[config.mk]
export PLATFORM = sky130hd
export DESIGN_NAME = fetch_ctrl
export DESIGN_NICKNAME = d
export VERILOG_FILES = /design/src/rtl/fetch_pkg.sv /design/src/rtl/fetch_fifo.sv /design/src/rtl/fetch_ctrl.sv
export SDC_FILE = /design/constraint.sdc
export NUM_CORES = 1
export LEC_CHECK = 0
export ABC_AREA = 1
export BUFFER_PORTS_ARGS = -buffer_cell sky130_fd_sc_hd__buf_4
export CAP_MARGIN = 10
export CORE_MARGIN = 4
export CORE_UTILIZATION = 51
export CTS_BUF_LIST = sky130_fd_sc_hd__clkbuf_4
export CTS_CLUSTER_SIZE = 24
export DETAILED_ROUTE_END_ITERATION = 8
export HOLD_SLACK_MARGIN = 0.05
export PLACE_DENSITY = 0.73
export RECOVER_POWER = 50
export SETUP_SLACK_MARGIN = 0.15
export SYNTH_ARGS = -nofsm -noshare
export SYNTH_HDL_FRONTEND = slang
export SYNTH_HIERARCHICAL = 1
export SYNTH_SLANG_ARGS = --single-unit
export TNS_END_PERCENT = 10
[constraint.sdc]
create_clock -name clk -period 5.1 [get_ports clk]
set_input_delay 0.765 -clock clk [delete_from_list [all_inputs] [get_ports clk]]
set_output_delay 0.765 -clock clk [all_outputs]
set_load 0.1 [all_outputs]
[src/rtl/fetch_pkg.sv]
// Shared constants, FSM state type and helpers for the fetch controller.
package fetch_pkg;

  localparam logic [31:0] NOP_INSTR   = 32'h3000_0000;
  localparam logic [3:0]  HALT_OPCODE = 4'b1111;

  typedef enum logic [1:0] {
    StFetch,
    StDrain,
    StHalt,
    StDone
  } fetch_state_e;

  function automatic logic is_halt(input logic [31:0] instr);
    return instr[31:28] == HALT_OPCODE;
  endfunction

endpackage

[src/rtl/fetch_fifo.sv]
// Instruction buffer holding {pc, instr} pairs; flush takes priority over push and pop.
module fetch_fifo #(
  parameter int unsigned FIFO_DEPTH = 4
) (
  input  logic                          clk,
  input  logic                          rst_n,
  input  logic                          push,
  input  logic [63:0]                   push_data,
  input  logic                          pop,
  input  logic                          flush,
  output logic [$clog2(FIFO_DEPTH):0]   count,
  output logic                          empty,
  output logic [63:0]                   head
);

  localparam int unsigned AW = $clog2(FIFO_DEPTH);
  localparam int unsigned CW = AW + 1;

  logic [63:0]   mem_q [FIFO_DEPTH];
  logic [AW-1:0] wptr_q, rptr_q;
  logic [CW-1:0] count_q;
  logic          full, do_push, do_pop;

  assign empty   = (count_q == '0);
  assign full    = (count_q == CW'(FIFO_DEPTH));
  assign do_pop  = pop && !flush && !empty;
  assign do_push = push && !flush && (!full || do_pop);

  always_ff @(posedge clk or negedge rst_n) begin
    if (!rst_n) begin
      wptr_q  <= '0;
      rptr_q  <= '0;
      count_q <= '0;
    end else if (flush) begin
      wptr_q  <= '0;
      rptr_q  <= '0;
      count_q <= '0;
    end else begin
      if (do_push) wptr_q <= wptr_q + AW'(1);
      if (do_pop)  rptr_q <= rptr_q + AW'(1);
      count_q <= count_q + CW'(do_push) - CW'(do_pop);
    end
  end

  // Storage needs no reset: the head is only observed when count is non-zero.
  always_ff @(posedge clk) begin
    if (do_push) mem_q[wptr_q] <= push_data;
  end

  assign head  = mem_q[rptr_q];
  assign count = count_q;

endmodule

[src/rtl/fetch_ctrl.sv]
// Fetch controller: sequences memory requests, buffers words, handles redirect/stall/halt.
// Optional perf counters (fetch_cnt_o, bubble_cnt_o) are built when FETCH_PERF_EN is defined.
module fetch_ctrl
  import fetch_pkg::*;
#(
  parameter int unsigned FIFO_DEPTH = 4,
  parameter logic [31:0] PC_RESET   = 32'h0
) (
  input  logic        clk,
  input  logic        rst_n,
  output logic        mem_req_o,
  output logic [31:0] mem_addr_o,
  input  logic        mem_ack_i,
  input  logic [31:0] mem_data_i,
  input  logic        redirect_i,
  input  logic [31:0] redirect_pc_i,
  input  logic        stall_i,
  output logic [31:0] instr_o,
  output logic [31:0] instr_pc_o,
  output logic        instr_valid_o,
  output logic        halted_o
`ifdef FETCH_PERF_EN
  ,
  output logic [31:0] fetch_cnt_o,
  output logic [31:0] bubble_cnt_o
`endif
);

  localparam int unsigned CW = $clog2(FIFO_DEPTH) + 1;

  fetch_state_e  state_q;
  logic          req_q, halted_q;
  logic [31:0]   pc_q, redir_pc_q;

  logic [CW-1:0] count, count_next;
  logic          empty, fifo_room;
  logic [63:0]   head;
  logic          ack, push, pop, flush, halt_push, halt_pop;

  fetch_fifo #(
    .FIFO_DEPTH (FIFO_DEPTH)
  ) u_fifo (
    .clk       (clk),
    .rst_n     (rst_n),
    .push      (push),
    .push_data ({pc_q, mem_data_i}),
    .pop       (pop),
    .flush     (flush),
    .count     (count),
    .empty     (empty),
    .head      (head)
  );

  assign ack           = req_q && mem_ack_i;
  assign instr_valid_o = !empty && (state_q != StDone);
  assign pop           = instr_valid_o && !stall_i;

  always_comb begin
    push  = 1'b0;
    flush = 1'b0;
    unique case (state_q)
      StFetch: begin
        flush = redirect_i;
        push  = ack && !redirect_i;
      end
      StDrain, StHalt: flush = redirect_i;
      StDone: begin
      end
    endcase
  end

  // Occupancy after this cycle's push/pop decides whether the next request fits.
  assign count_next = count + CW'(push) - CW'(pop);
  assign fifo_room  = count_next < CW'(FIFO_DEPTH);
  assign halt_push  = push && is_halt(mem_data_i);
  assign halt_pop   = pop && is_halt(head[31:0]);

  always_ff @(posedge clk or negedge rst_n) begin
    if (!rst_n) begin
      state_q    <= StFetch;
      req_q      <= 1'b0;
      pc_q       <= PC_RESET;
      redir_pc_q <= PC_RESET;
      halted_q   <= 1'b0;
    end else begin
      unique case (state_q)
        StFetch: begin
          if (redirect_i) begin
            if (!req_q || mem_ack_i) begin
              pc_q  <= redirect_pc_i;
              req_q <= 1'b1;
            end else begin
              // An issued request cannot be withdrawn; wait out its ack.
              redir_pc_q <= redirect_pc_i;
              state_q    <= StDrain;
            end
          end else if (halt_push) begin
            pc_q    <= pc_q + 32'd1;
            req_q   <= 1'b0;
            state_q <= StHalt;
          end else if (ack) begin
            pc_q  <= pc_q + 32'd1;
            req_q <= fifo_room;
          end else if (!req_q) begin
            req_q <= fifo_room;
          end
        end
        StDrain: begin
          if (redirect_i) redir_pc_q <= redirect_pc_i;
          if (mem_ack_i) begin
            pc_q    <= redirect_i ? redirect_pc_i : redir_pc_q;
            state_q <= StFetch;
          end
        end
        StHalt: begin
          if (redirect_i) begin
            pc_q    <= redirect_pc_i;
            req_q   <= 1'b1;
            state_q <= StFetch;
          end else if (halt_pop) begin
            halted_q <= 1'b1;
            state_q  <= StDone;
          end
        end
        StDone: begin
        end
      endcase
    end
  end

  assign mem_req_o  = req_q;
  assign mem_addr_o = pc_q;
  assign halted_o   = halted_q;
  assign instr_o    = instr_valid_o ? head[31:0] : NOP_INSTR;
  assign instr_pc_o = instr_valid_o ? head[63:32] : 32'h0;

`ifdef FETCH_PERF_EN
  always_ff @(posedge clk or negedge rst_n) begin
    if (!rst_n) begin
      fetch_cnt_o  <= 32'h0;
      bubble_cnt_o <= 32'h0;
    end else begin
      if (ack) fetch_cnt_o <= fetch_cnt_o + 32'd1;
      if (!instr_valid_o && state_q != StDone) bubble_cnt_o <= bubble_cnt_o + 32'd1;
    end
  end
`endif

endmodule

==> flow_summary.ini, run 1 <==
[worst_setup_path]
cp.arrival_ns = 3.40
r2r-start = state_q[1]
crit_path_end_kind = output pin
r2r_end = redir_pc_q[22]
max_stage_delay_ns = 0.78
r2r_setup_slack_ns = 1.41
crit_top_cell = buf_4
worstPathMaxFanout = 96
crit_required_ns = 4.34
crit_chain = inv_4, buf_4, o21ai_1, o22ai_1, inv_1, nor2_1, buf_4
worst_r2r_path_depth = 7
criticalPathCategory = register to output pin
critical-path-slowest-cell = inv_4
start_kind = register

[sta]
setup_viol = 0
fin_tns_setup_ns = 0
worst_slew_pin_slew_ns = 2.16
setup_ws_ns = 0.940
slew_headroom_pct = -45.4
hold_viol_final = 0
max_freq_mhz = 240
grt_setup_unrepaired = no
period_needed_ns = 4.16
period_share_pct = 81.6
skew_ns = 0.0527
slew_violations = 57

[die]
core_area_um2 = 30000
ios = 168
row_count = 63
start_util_pct = 52.3
die-width_um = 183
die_h_um = 183
die-area_um2 = 33600

[route]
first_iter_violations = 1077
wl_mm = 37.7
via_per_inst = 5.51
drt-pass1-iter-count = 5
via_count = 12100
wl_per_cell_um = 17.1
route.detailed.drc = 0
ant_nets = 0

[logic_synthesis]
synth_top_area_share_pct = 49.0
synth-seq-area-share_pct = 60.9
netlist_top_cells_area = edfxtp_1, dfrtp_1, nor2_1, nand2_1, inv_1
ys_seq_elements = 331
synth.most_common_cell = nor2_1
async_flop_share_pct = 22.7
syn_area_um2 = 15700
yosysWarnings = 6
syn_area_per_cell_um2 = 9.93
yosysTopAreaCell = edfxtp_1
yosys-top-cells-count = nor2_1, edfxtp_1, nand2_1, inv_1, o21ai_0
synth_nets = 1664
synth.distinct_cells = 43
synth_edf_count = 256
synthFlopType = edfxtp_1
syn_inst = 1581

[pwr]
power.leakage_nw = 7.08
powerDensity_nw_per_um2 = 590
ir_drop_mv = 0.391

[clock_tree]
clkLatencyLatePin_ns = 0.70
numClockSinks = 331
cts_setup_buffers = 0
path_clk_slew_ns = 0.07
cts_max_level = 3
cts_tree = yes
cts_root_buf = clkbuf_4
cts_buffers = 83
clockBufferDepth = 3

[grt]
grt_pass1_vias = 11800
grt_pass1_wl_mm = 59.9
overflow = 0
antenna_found_initial = 1
grtUsageTotal_pct = 22.0
grt_start_max_net_pins = 97

[status]
outcome = finished with violations
violations = capacitance limit, slew limit

[placement]
hpwl_mm = 23.7
pre_cts_slack_ns = 1.38
gp_congestion = 0.889
io_buffers = 167
post_dp_cell_area_um2 = 17100

[min_path]
hold_start = mem_data_i[24]
whs_path_depth = 1
min_path_type = input pin to register
hold_end = u_fifo/mem_q[0][24]

[layout]
fin_area_um2 = 17800
nets = 1849
drive_gt1_share_pct = 15.7
nFillCells = 2580
syn_to_final_growth_pct = 13.6

[run]
timing.max_cap.violations = 2
==> layout make-up <==
cell class / instances / area (um2) / area share [%]
multi-input combinational: 1005 / 5060 / 28.3
tap: 390 / 488 / 2.74
timing repair buffer: 187 / 1160 / 6.53
inverter: 158 / 596 / 3.34
clock inverter: 14 / 120 / 0.673
antenna: 1 / 2.50 / 0.0140
sequential: 331 / 9570 / 53.6
clock buffer: 112 / 841 / 4.71
==> worst max-delay path, delay by kind of cell (launching register included) <==
family,cells,cell delay (ns)
DFF,1,0.68
and+or+nand+nor,1,0.10
AOI/OAI and AO/OA,2,0.31
buffers and inverters,4,1.55
==> cell usage in the layout, fill, tap and decap left out, drive strengths merged, types with 53 or more instances in the layout <==
cell,n
nand2,238
edfxtp,256
a21oi,53
dfrtp,75
o211ai,75
nor2,303
o21ai,160
o22ai,66
clkbuf,180
inv,158
buf,118
==> report_power, final <==
part,internal [mW],total [mW],switching [mW]
clock,1.10,2.09,0.988
combinational,1.02,4.51,3.49
sequential,3.42,3.91,0.495
==> metrics by stage <==
| step | power, mW | hold WS, ns | util [%] | instances |
|---|---|---|---|---|
| floorplan | 7.48 | 0.465 | - | 1581 |
| detailed placement | 8.59 | 0.481 | 57.0 | 2070 |
| finish | 10.5 | 0.313 | 59.4 | 2198 |
| global placement | 8.52 | 0.473 | 57.0 | 2070 |
| global route | 11.1 | 0.306 | 59.4 | 2198 |
| CTS | 10.7 | 0.207 | 60.3 | 2197 |
==> worst max-delay path by stage <==
stage / startpoint / endpoint / slack (ns) / cells past startpoint
2_1_floorplan: mem_req_o / u_fifo/mem_q[0][0] / 0.16 / 6
3_3_place_gp: redirect_i / u_fifo/count[2] / 1.48 / 15
3_5_place_dp: redirect_i / u_fifo/count[2] / 1.38 / 15
4_1_cts: u_fifo/rptr_q[0] / instr_o[19] / 0.92 / 7
5_1_grt: u_fifo/rptr_q[0] / instr_o[19] / 0.70 / 7
6_report: u_fifo/rptr_q[0] / instr_o[19] / 0.94 / 7
==> cells by family after synthesis <==
| logic type | count (synthesis) | synth area share (%) |
|---|---|---|
| and+or+nand+nor | 588 | 14.9 |
| xor gates and xnor gates | 11 | 0.614 |
| buffers and inverters | 245 | 7.02 |
| DFF | 331 | 60.9 |
| AOI/OAI and AO/OA | 392 | 15.3 |
| adders and majority gates | 14 | 1.16 |
==> routing by layer <==
metal  wire [um]  up-vias  global-route usage (%)  share of wire, %
met5           0        -                       0                 0
met4         848        0                    7.69               2.3
met3        2900       74                    4.67               7.7
met2       17700      470                    34.7                47
met1       16200     5728                    30.5                43
li1            -     5847                       -                 -
==> sequential cells by signal, summed over array words and instances (netlist names) <==
| name | count |
|---|---|
| u_fifo/rptr_q | 2 |
| state_q | 2 |
| halted_o | 1 |
| mem_addr_o | 32 |
| u_fifo/wptr_q | 2 |
| redir_pc_q | 32 |
| u_fifo/count | 3 |
| mem_req_o | 1 |
| u_fifo/mem_q | 256 |
==> repair_timing <==
| item | CTS | global route |
|---|---|---|
| resized for setup | 0 | 0 |
| endpoints found under the hold margin | 33 | 0 |
| endpoints found under the setup margin | 0 | 0 |
| hold buffers | 1 | 0 |
Power figures use the tool's default switching activity.
==> inputs of run 2 (changes only) <==
==> constraint.sdc (replaced) <==
create_clock -name clk -period 4.12 [get_ports clk]
set_input_delay 0.618 -clock clk [delete_from_list [all_inputs] [get_ports clk]]
set_output_delay 0.618 -clock clk [all_outputs]
set_load 0.1 [all_outputs]
==> run 2 against run 1 <==
Against the previous run:
- the run still ends with capacitance limit, slew limit left
- combinational power rose by 26%
- hold slack got worse by 0.13 ns
- clock power rose by 30%
- cell area rose by 1.7%
- die area did not move
- flip-flop and latch count did not move
- non-clock buffer count rose by 19
- worst setup slack got worse by 0.44 ns
- first-iteration DRC count fell by 8.5%
- routed wire length rose by 2.0%
- sequential power rose by 23%
- clock skew fell by 0.0054 ns
==> flow_summary.ini, run 2 (synthesized netlist as in run 1, its figures left out) <==
[worst_setup_path]
crit_path_end_kind = register
cp-endpoint = redir_pc_q[28]
criticalPathCategory = register to register
worstPathMaxFanout = 30
r2r_setup_slack_ns = 0.50
crit_chain = inv_1, ha_1, nand2_1, o21ai_1, clkbuf_1, o211ai_1, o21a_1
startpoint = state_q[0]
r2r_end = redir_pc_q[28]
r2r-start = state_q[0]
cp_top_family = compound AO/OA/AOI/OAI gates
crit_buf_inv = 2
worst-path-stages = 7
start_kind = register
worst_r2r_path_depth = 7
crit_required_ns = 4.69
max_stage_delay_ns = 1.55
critical-path-slowest-cell = o21ai_1
cp.arrival_ns = 4.20

[grt]
overflow = 0
grt_start_max_net_pins = 76
antenna_found_initial = 1
grtUsageTotal_pct = 22.5
grt_pass1_vias = 11800
grt_pass1_wl_mm = 61.1

[clock_tree]
path_clk_slew_ns = 0.06
cts_tree = yes
cts_buffers = 86
cts_root_buf = clkbuf_4
clockBufferDepth = 3
numClockSinks = 331
cts_max_level = 3
clkLatencyLatePin_ns = 0.72

[die]
core_area_um2 = 30000
start_util_pct = 52.3
row_count = 63
ios = 168
die-width_um = 183
die-area_um2 = 33600
die_h_um = 183

[route]
wl_per_cell_um = 17.2
via_per_inst = 5.49
met3_length_mm = 3.07
via_count = 12300
ant_nets = 0
drt-met1-wl_mm = 16.8
wl_met2_mm = 17.9
wl_mm = 38.4
route.detailed.drc = 0
top_layer = met4
first_iter_violations = 985
drt-pass1-iter-count = 5

[pwr]
ir_drop_mv = 0.481
power_frac_seq_pct = 36.4
p_clk_share_pct = 20.6
intPower_mw = 6.96
p_sw_mw = 6.26
powerDensity_nw_per_um2 = 728
power.leakage_nw = 7.23
p_sw_share_pct = 47.3
power_frac_comb_pct = 43.0

[layout]
finish.utilization_pct = 60.4
drive_gt1_share_pct = 16.6
fin_area_um2 = 18100
layout_common_cells = nor2_1, edfxtp_1, nand2_1, inv_1
regMostFlops = u_fifo/mem_q
nets = 1871
syn_to_final_growth_pct = 15.6
nFillCells = 2578
final_common_cell = nor2_1
finalNonFillerCells = 2233
largest_reg_flops = 256

[sta]
setup_ws_ns = 0.499
worst_slew_pin_slew_ns = 2.02
period_share_pct = 87.9
grt_setup_unrepaired = no
setup_viol = 0
skew_ns = 0.0472
period_needed_ns = 3.62
hold_ws_ns = 0.179
max_freq_mhz = 276
slew_headroom_pct = -35.8
slew_violations = 107
hold_viol_final = 0

[min_path]
min_path_type = input pin to register

[placement]
io_buffers = 167
hpwl_mm = 23.7
post_dp_cell_area_um2 = 17200
place_inst = 2076
gp_congestion = 0.821
pre_cts_slack_ns = 1.19

[run]
timing.max_cap.violations = 2

[status]
violations = capacitance limit, slew limit
outcome = finished with violations
-- run 2: worst min path at each step --
stage	start	cells after the start	endpoint
3_3_place_gp	halted_o	1	halted_o
3_5_place_dp	halted_o	1	halted_o
2_1_floorplan	rst_n	0	halted_o
4_1_cts	mem_data_i[21]	1	u_fifo/mem_q[1][21]
6_report	mem_data_i[21]	1	u_fifo/mem_q[1][21]
5_1_grt	mem_data_i[10]	1	u_fifo/mem_q[0][10]
-- run 2: repair_timing --
action / in CTS / in global routing
hold endpoints to repair: 37 / 0
resized for setup: 0 / 0
buffers inserted: 0 / 0
hold buffers: 14 / 0
-- run 2: final cells by class --
type / instances / area [um2] / share of cell area (%)
flip-flops and latches: 331 / 9570 / 52.7
multi-input cells: 1005 / 5060 / 27.9
repair buffers: 206 / 1390 / 7.63
clock buffers: 122 / 916 / 5.05
inverters: 158 / 596 / 3.28
well taps: 390 / 488 / 2.69
clock inverters: 20 / 134 / 0.738
diodes: 1 / 2.50 / 0.0138
-- run 2: per-layer routing --
layer  vias to the layer above  GRT usage (%)
met5                         -              0
met4                         0           7.27
met3                        55           4.47
met2                       467           35.7
met1                      5834           31.5
li1                       5898              -
-- run 2: metrics by stage --
step           power, mW  TNS [ns]
2_1_floorplan       9.25   -208.65
5_1_grt             14.0         0
3_5_place_dp        10.7         0
3_3_place_gp        10.6         0
6_report            13.2         0
4_1_cts             13.4         0
-- run 2: power groups by stage --
stage	clock network (mW)	logic, mW	registers, mW
after global placement	0	5.73	4.85
after floorplan	0	3.46	5.79
after detailed placement	0	5.80	4.88
after CTS	2.80	5.84	4.81
after global routing	2.98	6.11	4.89
final	2.72	5.68	4.81
